[src/rtl/wshb_arb_pkg.sv]
// Shared types and helpers for the round-robin Wishbone arbiter.
// Arbiter states are plain 2-bit constants so older tools can read them as vectors.
package wshb_arb_pkg;

  typedef logic [1:0] arb_state_t;

  localparam arb_state_t IDLE  = 2'd0;
  localparam arb_state_t GRANT = 2'd1;
  localparam arb_state_t DRAIN = 2'd2;

  typedef struct packed {
    logic        cyc;
    logic        stb;
    logic        we;
    logic [31:0] adr;
    logic [3:0]  sel;
    logic [31:0] dat;
  } wb_req_t;

  // Counter widths: OUT_W = clog2(MAX_OUT+1), ACK_W = clog2(MAX_BURST+1).
  // The result is clamped to at least 1 so a disabled quota still yields a legal vector.
  function automatic int clog2_min1(input int v);
    return (v < 2) ? 1 : $clog2(v);
  endfunction

endpackage

[src/rtl/wshb_rr_pick.sv]
// Rotate-priority picker: the first set request at or after last+1, wrapping modulo NM.
module wshb_rr_pick #(
  parameter int NM = 2,
  parameter int IW = 1
) (
  input  logic [NM-1:0] req,
  input  logic [IW-1:0] last,
  output logic [NM-1:0] pick,
  output logic          vld
);

  logic [IW-1:0] idx;

  always_comb begin
    pick = '0;
    idx  = '0;
    for (int i = 1; i <= NM; i++) begin
      idx = IW'((int'(last) + i) % NM);
      if (pick == '0 && req[idx]) pick[idx] = 1'b1;
    end
  end

  assign vld = |req;

endmodule

[src/rtl/wshb_rr_arbiter.sv]
// Round-robin arbiter that shares one pipelined Wishbone slave among NM masters.
// The grant is registered, the ack count per grant has a quota, and the outstanding-request count is capped.
module wshb_rr_arbiter
  import wshb_arb_pkg::*;
#(
  parameter int NM        = 2,
  parameter int MAX_BURST = 64,
  parameter int MAX_OUT   = 15
) (
  input  logic                 sys_clk,
  input  logic                 sys_rst_n,
  input  logic [NM-1:0]        m_cyc,
  input  logic [NM-1:0]        m_stb,
  input  logic [NM-1:0]        m_we,
  input  logic [NM-1:0][31:0]  m_adr,
  input  logic [NM-1:0][3:0]   m_sel,
  input  logic [NM-1:0][31:0]  m_dat_w,
  output logic [NM-1:0]        m_ack,
  output logic [NM-1:0]        m_stall,
  output logic [31:0]          m_dat_r,
  output logic                 s_cyc,
  output logic                 s_stb,
  output logic                 s_we,
  output logic [31:0]          s_adr,
  output logic [3:0]           s_sel,
  output logic [31:0]          s_dat_w,
  input  logic                 s_ack,
  input  logic                 s_stall,
  input  logic [31:0]          s_dat_r,
  output logic [NM-1:0]        grant
);

  localparam int IW    = clog2_min1(NM);
  localparam int OUT_W = clog2_min1(MAX_OUT + 1);
  localparam int ACK_W = clog2_min1(MAX_BURST + 1);
  localparam logic [OUT_W-1:0] OUT_MAX = OUT_W'(MAX_OUT);
  localparam logic [ACK_W-1:0] ACK_MAX = ACK_W'(MAX_BURST);

  arb_state_t       state;
  logic [IW-1:0]    owner, last, pick_idx;
  logic [NM-1:0]    owner_oh, pick_oh;
  logic             pick_vld;
  logic [OUT_W-1:0] out_cnt, out_nxt;
  logic [ACK_W-1:0] ack_cnt;
  wb_req_t          own;
  logic             busy, at_limit, issue, ack_dec, rivals, quota_hit;

  wshb_rr_pick #(.NM(NM), .IW(IW)) u_pick (
    .req  (m_cyc),
    .last (last),
    .pick (pick_oh),
    .vld  (pick_vld)
  );

  always_comb begin
    pick_idx = '0;
    for (int i = 0; i < NM; i++)
      if (pick_oh[i]) pick_idx = IW'(i);
  end

  assign owner_oh = NM'(1) << owner;

  always_comb
    own = '{cyc: m_cyc[owner], stb: m_stb[owner], we: m_we[owner],
            adr: m_adr[owner], sel: m_sel[owner], dat: m_dat_w[owner]};

  assign busy      = (state != IDLE);
  assign at_limit  = (out_cnt == OUT_MAX);
  assign rivals    = |(m_cyc & ~owner_oh);
  assign quota_hit = (MAX_BURST != 0) && (ack_cnt >= ACK_MAX) && rivals;

  // Slave-side and master-side muxing; IDLE keeps every slave output at zero.
  always_comb begin
    s_cyc   = 1'b0;
    s_stb   = 1'b0;
    s_we    = 1'b0;
    s_adr   = '0;
    s_sel   = '0;
    s_dat_w = '0;
    m_stall = '1;
    m_ack   = '0;
    grant   = '0;
    if (state == GRANT) begin
      s_cyc          = own.cyc;
      s_stb          = own.stb & ~at_limit;
      m_stall[owner] = s_stall | at_limit;
    end else if (state == DRAIN) begin
      s_cyc = 1'b1;
    end
    if (busy) begin
      s_we         = own.we;
      s_adr        = own.adr;
      s_sel        = own.sel;
      s_dat_w      = own.dat;
      m_ack[owner] = s_ack;
      grant        = owner_oh;
    end
  end

  assign m_dat_r = s_dat_r;

  // A simultaneous issue and ack cancel out; an ack with nothing in flight is ignored.
  assign issue   = s_stb & ~s_stall;
  assign ack_dec = busy & s_ack & (issue | (out_cnt != '0));

  always_comb begin
    out_nxt = out_cnt;
    case ({issue, ack_dec})
      2'b10:   out_nxt = out_cnt + 1'b1;
      2'b01:   out_nxt = out_cnt - 1'b1;
      default: out_nxt = out_cnt;
    endcase
  end

  always_ff @(posedge sys_clk or negedge sys_rst_n) begin
    if (!sys_rst_n) begin
      state   <= IDLE;
      owner   <= '0;
      last    <= IW'(NM - 1);
      out_cnt <= '0;
      ack_cnt <= '0;
    end else begin
      case (state)
        IDLE: begin
          out_cnt <= '0;
          ack_cnt <= '0;
          if (pick_vld) begin
            owner <= pick_idx;
            state <= GRANT;
          end
        end
        GRANT: begin
          if (!own.cyc) begin
            // Whatever is still in flight belongs to an abandoned cycle.
            last    <= owner;
            out_cnt <= '0;
            state   <= IDLE;
          end else begin
            out_cnt <= out_nxt;
            if (busy && s_ack && ack_cnt < ACK_MAX) ack_cnt <= ack_cnt + 1'b1;
            if (quota_hit) state <= DRAIN;
          end
        end
        DRAIN: begin
          out_cnt <= out_nxt;
          if (out_nxt == '0) begin
            last  <= owner;
            state <= IDLE;
          end
        end
        default: state <= IDLE;
      endcase
    end
  end

endmodule
[config.mk]
export PLATFORM = sky130hd
export DESIGN_NAME = wshb_rr_arbiter
export DESIGN_NICKNAME = d
export VERILOG_FILES = /design/src/rtl/wshb_arb_pkg.sv /design/src/rtl/wshb_rr_pick.sv /design/src/rtl/wshb_rr_arbiter.sv
export SDC_FILE = /design/constraint.sdc
export NUM_CORES = 1
export LEC_CHECK = 0
export ABC_AREA = 1
export BUFFER_PORTS_ARGS = -buffer_cell sky130_fd_sc_hd__buf_2
export CAP_MARGIN = 20
export CORE_AREA = 2 2 110 112
export CTS_CLUSTER_SIZE = 20
export DETAILED_ROUTE_END_ITERATION = 10
export DIE_AREA = 0 0 112 114
export PLACE_DENSITY_LB_ADDON = 0.05
export SLEW_MARGIN = 20
export SYNTH_ARGS = -nofsm -noshare
export SYNTH_HDL_FRONTEND = slang
export SYNTH_HIERARCHICAL = 1
export SYNTH_SLANG_ARGS = --single-unit
[constraint.sdc]
create_clock -name sys_clk -period 3 [get_ports sys_clk]
set_input_delay 0.3 -clock sys_clk [delete_from_list [all_inputs] [get_ports sys_clk]]
set_output_delay 0.3 -clock sys_clk [all_outputs]
set_load 0.02 [all_outputs]
==> flow_summary.ini <==
[sta]
clock.fmax_mhz = 369
setup_ws_ns = 0.293
setup_viol = 0
final.min_clock_period_ns = 2.71
finalClockSkew_ns = 0.000925
rsz0062_at_grt = false
tightest_slew_ns = 0.555
final.setup.tns_ns = 0
hold_viol = 0
period_share = 0.902
slew-limit-headroom = 0.629
slew_violations = 0

[finish]
final_area_um2 = 3230
area_delta_synth_final_pct = 57.1
n_fill_cell = 1355
num_antenna_cells = 0
instances_no_fill = 609
nNetsFinal = 651
drive_gt1_frac = 0.556

[grt]
track_usage = 0.158
grt_max_degree = 49
grt_pass1_wl_mm = 15.3
grt_overflow = 0
antenna_found_initial = 1
grt_pass1_vias = 2509

[synth]
syn-mean-instance-area_um2 = 7.59
syn-num-nets = 459
netlist_instances = 271
ys_warn_count = 6
synth_area_um2 = 2060

[placement]
pre_cts_ws_ns = 0.150
placed_cells = 604
post_dp_cell_area_um2 = 3130
port_buffers = 222
gp_congestion = 0.735
dp_hpwl_mm = 9.63

[floorplan]
dieArea_um2 = 12800
dieWidth_um = 112
start_util = 0.176
die_h_um = 114
ios = 287
rows = 40
core-area_um2 = 11700

[clock_tree]
cts_tree = built
clk_pin_slew_ns = 0.05
clk_path_buf_depth = 2
cts_root_buf = clkbuf_16
clock_sinks = 15
numCtsBuffers = 3
clkLatencyLatePin_ns = 0.25
cts_setup_buffers = 0
htree_levels = 1

[routing]
via_count = 2704
drt-pass1-iter-count = 4
wl_mm = 11.2
vias_per_cell = 4.44
drtIter0Drc = 112
routedWlPerCell_um = 18.4
post-route-drc-count = 0
ant_nets = 0

[power]
total_power_mw = 3.47
power_leakage_nw = 1.87
vdd_drop_max_mv = 0.401
p_per_area_nw_per_um2 = 1070

[hold_path]
hp-class = in2reg

[worst_setup_path]
reg2reg_slack_ns = 0.29
critPathCaptureType = register
cp_max_fo = 5
path_class = reg2reg
start_kind = register
worst_ep_arrival_time_ns = 2.85
critical_path_required_ns = 3.14

[status]
status = complete, no violations

[run]
maxCapViolCount = 0
per-layer routing:
layer	wire, µm	GRT usage
met2	4950	0.243
met1	4690	0.204
met5	0	0
met3	1510	0.0829
met4	60	0.0220
state kept, by name, summed over array words and instances (netlist names):
| name | flops |
|---|---|
| state | 2 |
| ack_cnt | 7 |
| owner | 1 |
| out_cnt | 4 |
| last | 1 |
cells in the final DEF (no fill, tap or decap):
cell type	count
nand3_2	1
dfstp_2	1
nor2_1	11
o31ai_1	1
nor2_4	3
a21oi_1	8
clkinv_2	1
nand4_1	2
buf_4	11
inv_2	1
a21oi_2	1
buf_2	222
ha_1	7
nand2_4	1
nor4_1	1
nand2_2	4
o22ai_1	2
o21ai_2	1
xor2_1	2
o21ai_0	7
nand2_1	41
o21ai_1	1
or2_0	1
o21a_1	1
xnor2_1	1
o211ai_1	1
or2_1	1
dlygate4sd3_1	1
fa_1	1
inv_1	23
ha_2	2
dfrtp_1	14
a22o_1	69
nand3_1	9
nor2_2	4
buf_12	1
clkbuf_16	3
report_power, final:
part | total (mW) | internal [mW] | switching (mW)
combinational | 2.92 | 1.06 | 1.87
sequential | 0.284 | 0.251 | 0.0331
clock | 0.265 | 0.178 | 0.0870
layout make-up:
type / count / area [µm²] / area share
Tap cell: 147 / 184 / 0.0569
Sequential cell: 15 / 377 / 0.117
Clock buffer: 3 / 75.1 / 0.0232
Timing Repair Buffer: 235 / 1220 / 0.379
Multi-Input combinational cell: 184 / 1280 / 0.395
Inverter: 24 / 90.1 / 0.0279
Clock inverter: 1 / 5.00 / 0.00155
stage by stage:
| stage | hold slack, ns | utilization |
|---|---|---|
| 2_1_floorplan | 0.00441 | - |
| 3_3_place_gp | 0.250 | 0.268 |
| 3_5_place_dp | 0.247 | 0.268 |
| 4_1_cts | 0.440 | 0.275 |
| 5_1_grt | 0.488 | 0.276 |
| 6_report | 0.433 | 0.276 |
worst max-delay path, stage by stage (launching register included):
cell	delay [ns]
dfrtp_1	0.41
inv_1	0.09
ha_2	0.22
nand2_1	0.10
nor2_2	0.12
nand2_1	0.09
a21oi_1	0.15
ha_2	0.25
fa_1	0.43
o21ai_1	0.20
nand2_1	0.07
nor2_1	0.10
nand2_1	0.09
nand2_2	0.10
nand2_1	0.08
nand2_1	0.06
nand2_1	0.05
worst paths after layout:
path,startpoint,endpoint,cells after the start
setup reg to reg,state[1],state[1],16
max in group asynchronous,sys_rst_n,last,2
setup / recovery,state[1],state[1],16
min in group asynchronous,sys_rst_n,ack_cnt[5],2
hold reg to reg,last,last,2
hold / removal,m_cyc[0],owner,4
timing repair:
action | in CTS | in global routing
endpoints found under the setup margin | 0 | 3
hold buffers | 1 | 0
hold endpoints to repair | 14 | 0
gates resized for setup | 0 | 4
Power figures use the tool's default switching activity.
